File: config.mk
export PLATFORM = sky130hd
export DESIGN_NAME = sync_fifo
export DESIGN_NICKNAME = d
export VERILOG_FILES = /design/src/rtl/sync_fifo_pkg.sv /design/src/rtl/fifo_mem.sv /design/src/rtl/sync_fifo.sv
export SDC_FILE = /design/constraint.sdc
export NUM_CORES = 1
export LEC_CHECK = 0
export ABC_AREA = 1
export ABC_CLOCK_PERIOD_IN_PS = 3160
export BUFFER_PORTS_ARGS = -buffer_cell sky130_fd_sc_hd__clkbuf_2
export CAP_MARGIN = 20
export CORE_AREA = 3 3 272 274
export CTS_BUF_LIST = sky130_fd_sc_hd__clkbuf_8 sky130_fd_sc_hd__clkbuf_16
export CTS_CLUSTER_SIZE = 30
export DETAILED_ROUTE_END_ITERATION = 7
export DIE_AREA = 0 0 275 277
export PLACE_DENSITY = 0.79
export SETUP_SLACK_MARGIN = 0.05
export SKIP_CTS_REPAIR_TIMING = 1
export SYNTH_ARGS = -nofsm -noshare
export SYNTH_HDL_FRONTEND = slang
export SYNTH_SLANG_ARGS = --single-unit
File: constraint.sdc
create_clock -name clk -period 3.16 [get_ports clk]
set_input_delay 0.632 -clock clk [delete_from_list [all_inputs] [get_ports clk]]
set_output_delay 0.632 -clock clk [all_outputs]
set_load 0.05 [all_outputs]
File: src/rtl/sync_fifo_pkg.sv
// Shared defaults and pointer helpers for the synchronous FIFO.
// The pointers carry one extra wrap bit above the memory address.
package sync_fifo_pkg;

    localparam int DEF_DATA_W = 8;
    localparam int DEF_DEPTH  = 128;
    localparam int DEF_ADDR_W = $clog2(DEF_DEPTH);

    // Same address with opposite wrap bits means the writer is a full lap ahead.
    function automatic logic ptr_full(input logic [DEF_ADDR_W:0] wr_ptr,
                                      input logic [DEF_ADDR_W:0] rd_ptr);
        return (wr_ptr[DEF_ADDR_W-1:0] == rd_ptr[DEF_ADDR_W-1:0]) &&
               (wr_ptr[DEF_ADDR_W] != rd_ptr[DEF_ADDR_W]);
    endfunction

endpackage

File: src/rtl/fifo_mem.sv
// Simple dual-port RAM: one write port and one registered read port.
// Only the output register is reset; the array itself is never cleared.
module fifo_mem #(
    parameter int DATA_W = 8,
    parameter int ADDR_W = 7
) (
    input  logic              clk,
    input  logic              rst_,
    input  logic              wr_en,
    input  logic [ADDR_W-1:0] wr_addr,
    input  logic [DATA_W-1:0] wr_data,
    input  logic              rd_en,
    input  logic [ADDR_W-1:0] rd_addr,
    output logic [DATA_W-1:0] rd_data
);

    localparam int DEPTH = 1 << ADDR_W;

    logic [DATA_W-1:0] mem_reg [DEPTH];
    logic [DATA_W-1:0] rd_data_reg;

    always_ff @(posedge clk) begin
        if (wr_en) begin
            mem_reg[wr_addr] <= wr_data;
        end
    end

    // Read-before-write: a same-address read on a write edge returns the old word.
    always_ff @(posedge clk) begin
        if (!rst_) begin
            rd_data_reg <= '0;
        end else if (rd_en) begin
            rd_data_reg <= mem_reg[rd_addr];
        end
    end

    assign rd_data = rd_data_reg;

endmodule

File: src/rtl/sync_fifo.sv
// Synchronous FIFO: pointer, flag and accept logic around a fifo_mem instance.
// Flags are decoded from the registered pointers only, never from wrtEn/rdEn.
module sync_fifo
    import sync_fifo_pkg::*;
#(
    parameter int DATA_W = DEF_DATA_W,
    parameter int DEPTH  = DEF_DEPTH
) (
    input  logic              clk,
    input  logic              rst_,
    input  logic              wrtEn,
    input  logic              rdEn,
    input  logic [DATA_W-1:0] wrtData,
    output logic              full,
    output logic              empty,
    output logic [DATA_W-1:0] rdData
);

    localparam int ADDR_W = $clog2(DEPTH);
    localparam int PTR_W  = ADDR_W + 1;

    logic [PTR_W-1:0] wr_ptr_reg, wr_ptr_next;
    logic [PTR_W-1:0] rd_ptr_reg, rd_ptr_next;
    logic             wr_accept;
    logic             rd_accept;

    assign empty = (wr_ptr_reg == rd_ptr_reg);
    assign full  = (wr_ptr_reg[ADDR_W-1:0] == rd_ptr_reg[ADDR_W-1:0]) &&
                   (wr_ptr_reg[ADDR_W] != rd_ptr_reg[ADDR_W]);

    // A full FIFO still takes a write when a read frees the slot on the same edge.
    assign rd_accept = rdEn && !empty;
    assign wr_accept = wrtEn && (!full || rd_accept);

    always_comb begin
        wr_ptr_next = wr_ptr_reg;
        rd_ptr_next = rd_ptr_reg;
        if (wr_accept) begin
            wr_ptr_next = wr_ptr_reg + PTR_W'(1);
        end
        if (rd_accept) begin
            rd_ptr_next = rd_ptr_reg + PTR_W'(1);
        end
    end

    always_ff @(posedge clk) begin
        if (!rst_) begin
            wr_ptr_reg <= '0;
            rd_ptr_reg <= '0;
        end else begin
            wr_ptr_reg <= wr_ptr_next;
            rd_ptr_reg <= rd_ptr_next;
        end
    end

    fifo_mem #(
        .DATA_W (DATA_W),
        .ADDR_W (ADDR_W)
    ) u_mem (
        .clk     (clk),
        .rst_    (rst_),
        .wr_en   (wr_accept && rst_),
        .wr_addr (wr_ptr_reg[ADDR_W-1:0]),
        .wr_data (wrtData),
        .rd_en   (rd_accept),
        .rd_addr (rd_ptr_reg[ADDR_W-1:0]),
        .rd_data (rdData)
    );

endmodule

# Yosys cells after proc, flatten, opt, wreduce, memory -nomap -nowiden
# Memories as Yosys holds them, arrays and structs flattened. A register that Yosys moved wholly into a read port is not among the register bits.
# Index checks and enable logic that the tools add are counted.
# totals
reg_bits	16
latch_bits	0
ram_bits	1024
rom_bits	0
in_bits	12
word_cells	18
memories	1
# op_classes
add_sub_neg	2
multipliers	0
div	0
n_lt_le_gt_ge	0
n_eq_ne	3
shifts	0
muxes	2
bitwise	0
n_reduce_logical	8
# memory_table
name	words	word_bits	rd	rd_clocked_by_memory_dff	wr	line_no	source
u_mem.mem_reg	128	8	1	1	1	fifo_mem.sv:19	logic [DATA_W-1:0] mem_reg [DEPTH];
# op_table
operator	n
$add 8x1->8 const B	2
$eq 8x8->1	1
$eq 7x7->1	1
$logic_and 1x1->1	4
$logic_not 1->1	3
$mux 1	2
$logic_or 1x1->1	1
$ne 1x1->1	1

# Logic depth before layout (Yosys ltp)
# Gate-level depths: netlist of the first run.
# logic_depth
word_depth	8
ltp_mapped	16

# Hierarchy
# Synthesis of the first run repeated with hierarchy kept, for this count alone.
# unflattened
hier_cells	3697
hier_area_um2	43138.9
# modules_own_cells
mod	instances	cells_per_inst	area_per_inst_um2
fifo_mem	1	3545	42144.2
sync_fifo	1	152	994.7

# Worst setup path after synthesis of the first run
# OpenSTA, ideal clock, no wires.
# synth_timing
path_type	flip-flop to flip-flop
startpoint	register wr_ptr_reg[0]
endpoint	memory u_mem.mem_reg[103][0] (enable)
setup_time_ns	0.383
arrival_time_ns	2.130
setup_slack_ns	0.647
stages_incl_launch_ff	12
path_buffers	2
synth_period_minus_slack_ns	2.513
cell_sequence	dfxtp_1 -> buf_2 -> xor2_1 -> nor3_1 -> nand2_1 -> nor2_2 -> nand2_2 -> nand2_4 -> inv_2 -> nand3_2 -> buf_2 -> nor3_1
# synth_via
elab_chain_len	8
elab_cells_between_ends	11
# synth_lines
item	line_no	source
start: declaration	sync_fifo.sv:22	logic [PTR_W-1:0] wr_ptr_reg, wr_ptr_next;
start signal: assignment	sync_fifo.sv:51	wr_ptr_reg <= wr_ptr_next;
$eq 7x7->1	sync_fifo.sv:28	assign full = (wr_ptr_reg[ADDR_W-1:0] == rd_ptr_reg[ADDR_W-1:0]) &&
$logic_and 1x1->1	sync_fifo.sv:28	
named net full	sync_fifo.sv:14	output logic full,
$logic_not 1->1	sync_fifo.sv:33	assign wr_accept = wrtEn && (!full || rd_accept);
$logic_or 1x1->1	sync_fifo.sv:33	
$logic_and 1x1->1	sync_fifo.sv:33	
$logic_and 1x1->1	sync_fifo.sv:62	.wr_en (wr_accept && rst_),
$mux 1	fifo_mem.sv:23	if (wr_en) begin
$mux 1 (not written as such)	fifo_mem.sv:24	mem_reg[wr_addr] <= wr_data;
end: declaration	fifo_mem.sv:19	
# The timed path passes the listed nets, and every way through them passes these cells.

# Final worst setup path of the first run
# layout_timing
startpoint	register wr_ptr_reg[2]
endpoint	memory u_mem.mem_reg[124][6] (enable)
# layout_via
elab_chain_len	8
elab_cells_between_ends	11
# layout_lines
item	line_no
$eq 8x8->1 / $eq 7x7->1 (equally long branches)	sync_fifo.sv:27, sync_fifo.sv:28
$logic_not 1->1 / $logic_and 1x1->1 (equally long branches)	sync_fifo.sv:32, sync_fifo.sv:28
$logic_and 1x1->1 / $logic_not 1->1 (equally long branches)	sync_fifo.sv:32, sync_fifo.sv:33
$logic_or 1x1->1	sync_fifo.sv:33
$logic_and 1x1->1	sync_fifo.sv:33
$logic_and 1x1->1	sync_fifo.sv:62
$mux 1	fifo_mem.sv:23
$mux 1 (not written as such)	fifo_mem.sv:24
# Parallel ways exist; a longest one is shown, timed or not.

==> reports/results.ini, run 1 <==
[outcome]
status = completed

[clock_tree]
clock_latency_ns = 0.67
cts.clk_slew.worst_paths_ns = 0.07
cts_root_buffer = clkbuf_16
htree_levels = 3
cts_tree = built
numCtsBuffers = 100
clockBufferDepth = 3
cts.sinks = 1048

[cells_and_area]
multi_input_area_sq_mm = 0.01052
fillers = 4898
layout-area-overhead-vs-synth_pct = 10.82
layout-drive-gt1-share_pct = 8.024
ff_latch_area_sq_mm = 0.03124
largest_reg_flops = 1024
final_util_pct = 66.27
n_antenna_cell = 0
layout.nets = 3759

[worst_setup_path]
crit_path_max_fanout = 16
crit_path_end_kind = register
timing.rr.start = wr_ptr_reg[2]
required_ns = 3.43
worstSetupPathType = reg -> reg
reg2reg_depth = 10
worstPathArrival_ns = 3.41
r2r_end = u_mem.mem_reg[124][6]
crit_path_start_kind = register
rrSetupSlack_ns = 0.03

[power_and_ir_drop]
pwr-share-clk_pct = 38.0
power.total_w = 0.03083
p_sw_share_pct = 25.77
power.share.sequential_pct = 49.8
p_int_w = 0.02289
power_switching_w = 0.007943
p_leak_nw = 17.31
ir_worst_vdd_mv = 0.4482
powerDensity_mw_per_mm2 = 649.7
combPwrFrac_pct = 12.3

[synth]
synth.top_cell.area_share_pct = 71.81
synth_edf_count = 1024
synthAdderAreaFrac_pct = 0.05844
ys_seq_area_share_pct = 72.93
netlist_top_cells_area = edfxtp_1 (72%), nand2_1 (13%), nand3_1 (7.4%), a21oi_1 (1.6%), nor2_1 (1.3%)
synth_cell_types = 30
synth_xor_area_share_pct = 0.2863
synth_cells = 3759
yosys_warnings = 0
synth_top_area_cell = edfxtp_1
ys_ff_latch = 1048
synth_fp_nets = 3773
synth_top_family_by_area = simple AND/OR/NAND/NOR gates
synthMostInstantiatedCell = nand2_1
synth-simple-area-share_pct = 22.29
synth_commonest_cells = nand2_1 (1470), edfxtp_1 (1024), nand3_1 (629)
yosys_most_used_dff = edfxtp_1
muxShareOfSynthArea_pct = 0
syn_avg_cell_area_sq_um = 11.39
synth_compound_gate_area_share_pct = 1.744
synth-async-reset-ratio_pct = 0
synth_area_sq_mm = 0.04282

[timing]
worst_pin_slew_ns = 1.281
fin_crit_sh_pct = 99.12
drv_slew = 0
finalCriticalPeriod_ns = 3.132
finalHoldViolCount = 0
fmax_ghz = 0.3193
finalSetupViolCount = 0
rsz0062_at_grt = yes
relSlewSlack_pct = 14.58
fin_skew_ns = 0.02838

[die]
start_util_pct = 59.80
die_h_um = 277
io_pins = 22
core-area_sq_mm = 0.07161
rows = 98
die_width_um = 275
fp.dieArea_sq_mm = 0.07618

[placement]
place.port_buffers = 21
dp_hpwl_mm = 63.32
gp_routability_congestion = 0.9437

[job]
maxCapViolations = 0

[grt]
grt_pass1_wl_mm = 164.9
grt_pass1_vias = 27870
antenna_found_initial = 2
grt-ovfl-total = 0
grt_max_degree = 251
grt.total_usage_pct = 28.55

[min_path]
hold_depth = 3
hold_class = in -> reg
min_from = rst_
hold_end = rd_ptr_reg[6]

[detailed_routing]
via_count = 29200
drtIter0Drc = 4776
routedWlPerCell_um = 22.95
remaining_drc_errors = 0
firstDrtPassIters = 6
postRouteAntennaNets = 0
finalWirelength_mm = 109.6
viasPerCell = 6.113

critical path: stages, from the launching register on:
cell	delay, ns
dfxtp_1	0.56
xnor2_1	0.13
nand2_1	0.09
nor3_1	0.06
nand2_1	0.08
nor2_2	0.05
nand2_2	0.07
nand2_4	0.12
nor2_8	0.26
nand4_4	0.50
nor2_1	0.82
through the flow:
stage | setup TNS (ns) | std cells | cell area (sq um) | hold slack [ns] | worst slack (ns)
floorplan | 0 | 3759 | 42820 | 0.4803 | 0.6466
global placement | 0 | 4579 | 44090 | 0.4920 | 0.1745
detailed placement | 0 | 4588 | 44140 | 0.5008 | 0.06799
CTS | 0 | 4771 | 47350 | 0.3075 | 0.04814
global route | -2.265 | 4776 | 47460 | 0.3345 | -0.07405
finish | 0 | 4776 | 47460 | 0.3465 | 0.02766
cell usage in the layout (no fill, tap or decap), types with 4 or more instances in the layout:
cell type and instances:
a21oi_1 140, inv_1 42, nand4_4 6, clkinv_1 24, nand3_1 629, nor3_1 22
o21ai_0 8, buf_4 58, clkinv_2 21, nand2_1 1469, clkbuf_16 102, inv_6 6
xor2_1 10, dfxtp_1 21, bufinv_16 10, edfxtp_1 1024, xnor2_1 4, buf_12 28
buf_2 9, clkbuf_2 13, nor2_1 120, nor2_2 27
power groups by stage:
stage / clock (W) / sequential, W / combinational, W
4_1_cts: 0.0118 / 0.0153 / 0.00369
2_1_floorplan: 0 / 0.0157 / 0.00219
3_5_place_dp: 0 / 0.0156 / 0.00366
3_3_place_gp: 0 / 0.0156 / 0.00363
6_report: 0.0117 / 0.0153 / 0.00379
5_1_grt: 0.0123 / 0.0153 / 0.00407
kinds of logic after synthesis:
family | Yosys count
and+or+nand+nor | 2283
adders and majority gates | 2
DFF | 1048
AOI/OAI and AO/OA | 149
buffers and inverters | 263
xor gates and xnor gates | 14
routing by layer:
metal	up-vias	GRT usage (%)	part of all wire [%]
met2	2014	45.14	47
met4	2	11.39	4.0
met3	316	6.177	12
met1	13870	38.97	37
met5	-	0	0.054
li1	13000	-	-
worst max path at each step:
| stage | start | end | slack [ns] | cells after the start |
|---|---|---|---|---|
| 2_1_floorplan | wr_ptr_reg[0] | u_mem.mem_reg[103][0] | 0.65 | 11 |
| 4_1_cts | wr_ptr_reg[2] | u_mem.mem_reg[125][1] | 0.05 | 10 |
| 5_1_grt | wr_ptr_reg[2] | u_mem.mem_reg[44][0] | -0.07 | 10 |
| 3_5_place_dp | wr_ptr_reg[2] | u_mem.mem_reg[125][1] | 0.07 | 10 |
| 3_3_place_gp | wr_ptr_reg[2] | u_mem.mem_reg[125][4] | 0.17 | 10 |
| 6_report | wr_ptr_reg[2] | u_mem.mem_reg[124][6] | 0.03 | 10 |
final cells by class:
type / count / area share, %
Clock inverter: 81 / 1.384
Multi-Input combinational cell: 2448 / 22.16
Sequential cell: 1048 / 65.83
Inverter: 35 / 0.3085
Tap cell: 950 / 2.505
Clock buffer: 102 / 5.379
Timing Repair Buffer: 112 / 2.436
No activity file was read; power rests on OpenSTA's default activity.
==> run 2, diff against run 1 <==
Settings changed: CORE_AREA 3 3 272 274 to 3 3 284 286, DIE_AREA 0 0 275 277 to 0 0 287 289, PLACE_DENSITY 0.79 to 0.74, REMOVE_ABC_BUFFERS from default to 1.
==> reports/results.ini, run 2 (synthesis results as in run 1) <==
[outcome]
status = completed

[power_and_ir_drop]
p_leak_nw = 17.40  ; +0.53%
p_sw_share_pct = 25.26  ; -0.51 points
power.share.sequential_pct = 49.0  ; -0.8 points
combPwrFrac_pct = 11.6  ; -0.7 points
pwr-share-clk_pct = 39.4  ; +1.4 points
p_int_w = 0.02342  ; +2.3%
powerDensity_mw_per_mm2 = 656.6  ; +1.1%
ir_worst_vdd_mv = 0.6006  ; +34%
power_switching_w = 0.007913  ; -0.38%

[worst_setup_path]
worstSetupPathType = reg -> reg
worstPathArrival_ns = 3.19  ; -0.22 ns
crit_path_max_fanout = 16  ; unchanged
reg2reg_depth = 9  ; -1
slowest_delay_ns = 0.71  ; -0.11 ns
cp_slowest_cell = nor2_1
worstPathCellList = xor2_1, nor3_1, nand2_1, nor2_2, nand2_2, nand2_4, nor2_8, nand4_4, nor2_1
required_ns = 3.46  ; +0.03 ns
crit_path_start_kind = register
rrSetupSlack_ns = 0.27  ; +0.24 ns
timing.rr.start = wr_ptr_reg[4]
crit_path_end_kind = register
r2r_end = u_mem.mem_reg[12][6]

[clock_tree]
cts_tree = built
cts.clk_slew.worst_paths_ns = 0.06  ; about the same
htree_levels = 3  ; unchanged
numCtsBuffers = 103  ; +3.0%
cts_root_buffer = clkbuf_16
clock_latency_ns = 0.68  ; about the same
cts.sinks = 1048  ; unchanged
clockBufferDepth = 3  ; unchanged

[timing]
fmax_ghz = 0.3458  ; +8.3%
relSlewSlack_pct = 29.77  ; +15 points
finalCriticalPeriod_ns = 2.892  ; -0.2404 ns
worst_pin_slew_ns = 1.045  ; -0.2360 ns
rsz0062_at_grt = yes
finalSetupViolCount = 0  ; unchanged
holdWs_ns = 0.2944  ; -0.05213 ns
finalHoldViolCount = 0  ; unchanged
final.setup.tns_ns = 0  ; unchanged
fin_skew_ns = 0.02971  ; +0.001325 ns
drv_slew = 0  ; unchanged
fin_crit_sh_pct = 91.52  ; -7.6 points

[grt]
grt_busiest_layer = met2
grt-ovfl-total = 0  ; unchanged
grt.total_usage_pct = 26.18  ; -2.4 points
grt_max_degree = 225  ; -10%
grt_pass1_vias = 27100  ; -2.7%
grtUsageMet3_pct = 5.146  ; -1.0 points
antenna_found_initial = 1  ; -1
grt_pass1_wl_mm = 163.5  ; -0.85%
grt_util_met2_pct = 41.17  ; -4.0 points
grtUsageMet1_pct = 36.76  ; -2.2 points

[detailed_routing]
via_count = 28420  ; -2.6%
finalWirelength_mm = 108.4  ; -1.1%
routedWlPerCell_um = 22.21  ; -3.2%
postRouteAntennaNets = 0  ; unchanged
drtIter0Drc = 4048  ; -15%
firstDrtPassIters = 6  ; unchanged
remaining_drc_errors = 0  ; unchanged
viasPerCell = 5.822  ; -4.8%

[die]
fp.dieArea_sq_mm = 0.08294  ; +8.9%
core-area_sq_mm = 0.07861  ; +9.8%
die_width_um = 287  ; +4.4%
die_h_um = 289  ; +4.3%
rows = 103  ; +5.1%
io_pins = 22  ; unchanged
start_util_pct = 54.47  ; -5.3 points

[cells_and_area]
layout-area-overhead-vs-synth_pct = 11.44
final_common_cell = nand2_1
final_cell_mix = nand2_1 (1470), edfxtp_1 (1024), nand3_1 (629)
largest_reg_flops = 1024  ; unchanged
layout.nets = 3763  ; +0.11%
n_antenna_cell = 0  ; unchanged
layout-drive-gt1-share_pct = 7.463  ; -0.56 points

[min_path]
min_from = rst_
hold_depth = 3  ; unchanged
hold_end = rd_ptr_reg[5]
hold_class = in -> reg

[placement]
gp_routability_congestion = 0.8961  ; -5.0%
dp_hpwl_mm = 63.39  ; +0.11%
place.port_buffers = 21  ; unchanged

[job]
maxCapViolations = 0  ; unchanged

[run 2: how the worst max path moves through the flow]
| stage | depth (start not counted) | to | slack (ns) | startpoint |
|---|---|---|---|---|
| 2_1_floorplan | 11 | u_mem.rd_data[1] | -18.99 | rd_ptr_reg[0] |
| 3_3_place_gp | 7 | u_mem.mem_reg[15][4] | 0.14 | rdEn |
| 3_5_place_dp | 8 | u_mem.mem_reg[119][7] | 0.27 | rdEn |
| 4_1_cts | 12 | u_mem.rd_data[4] | 0.21 | rd_ptr_reg[0] |
| 5_1_grt | 9 | u_mem.mem_reg[44][2] | 0.05 | wr_ptr_reg[4] |
| 6_report | 9 | u_mem.mem_reg[12][6] | 0.27 | wr_ptr_reg[4] |
[run 2: worst max-delay path, delay by kind of cell, from the launching register on]
kind	cells	cell delay (ns)
DFF	1	0.43
and+or+nand+nor	8	1.91
xor gates and xnor gates	1	0.18
[run 2: per-stage QoR]
stage | utilization [%] | std cells | total power (W) | setup WS [ns] | cell area [sq um]
2_1_floorplan | - | 3531 | 0.01827 | -18.99 | 41800
3_3_place_gp | 56.29 | 4687 | 0.01917 | 0.1368 | 44250
3_5_place_dp | 56.31 | 4690 | 0.01922 | 0.2670 | 44260
4_1_cts | 60.67 | 4878 | 0.03138 | 0.2102 | 47690
5_1_grt | 60.71 | 4882 | 0.03234 | 0.04551 | 47720
6_report | 60.71 | 4882 | 0.03133 | 0.2681 | 47720
[run 2: final cells by class]
type                    instances  area [sq um]
clock buffers                 104          2603
clock inverters                84         827.0
fillers                      6004         30890
inverters                      35         146.4
multi-input cells            2448         10450
flip-flops and latches       1048         31240
well taps                    1050          1314
repair buffers                113          1142
[run 2: power by group through the flow]
| stage | Sequential (W) | Clock (W) | Combinational, W |
|---|---|---|---|
| final | 0.0153 | 0.0123 | 0.00364 |
| after global routing | 0.0153 | 0.0130 | 0.00398 |
| after CTS | 0.0153 | 0.0124 | 0.00360 |
| after detailed placement | 0.0156 | 0 | 0.00358 |
| after global placement | 0.0156 | 0 | 0.00353 |
| after floorplan | 0.0159 | 0 | 0.00232 |
[run 2: per-layer routing]
metal | vias to the layer above | part of all wire (%) | wire, um
met5 | - | 0.025 | 27
met4 | 4 | 3.6 | 3863
met3 | 264 | 11 | 12020
met2 | 1743 | 46 | 50140
met1 | 13410 | 39 | 42390
li1 | 13000 | - | -
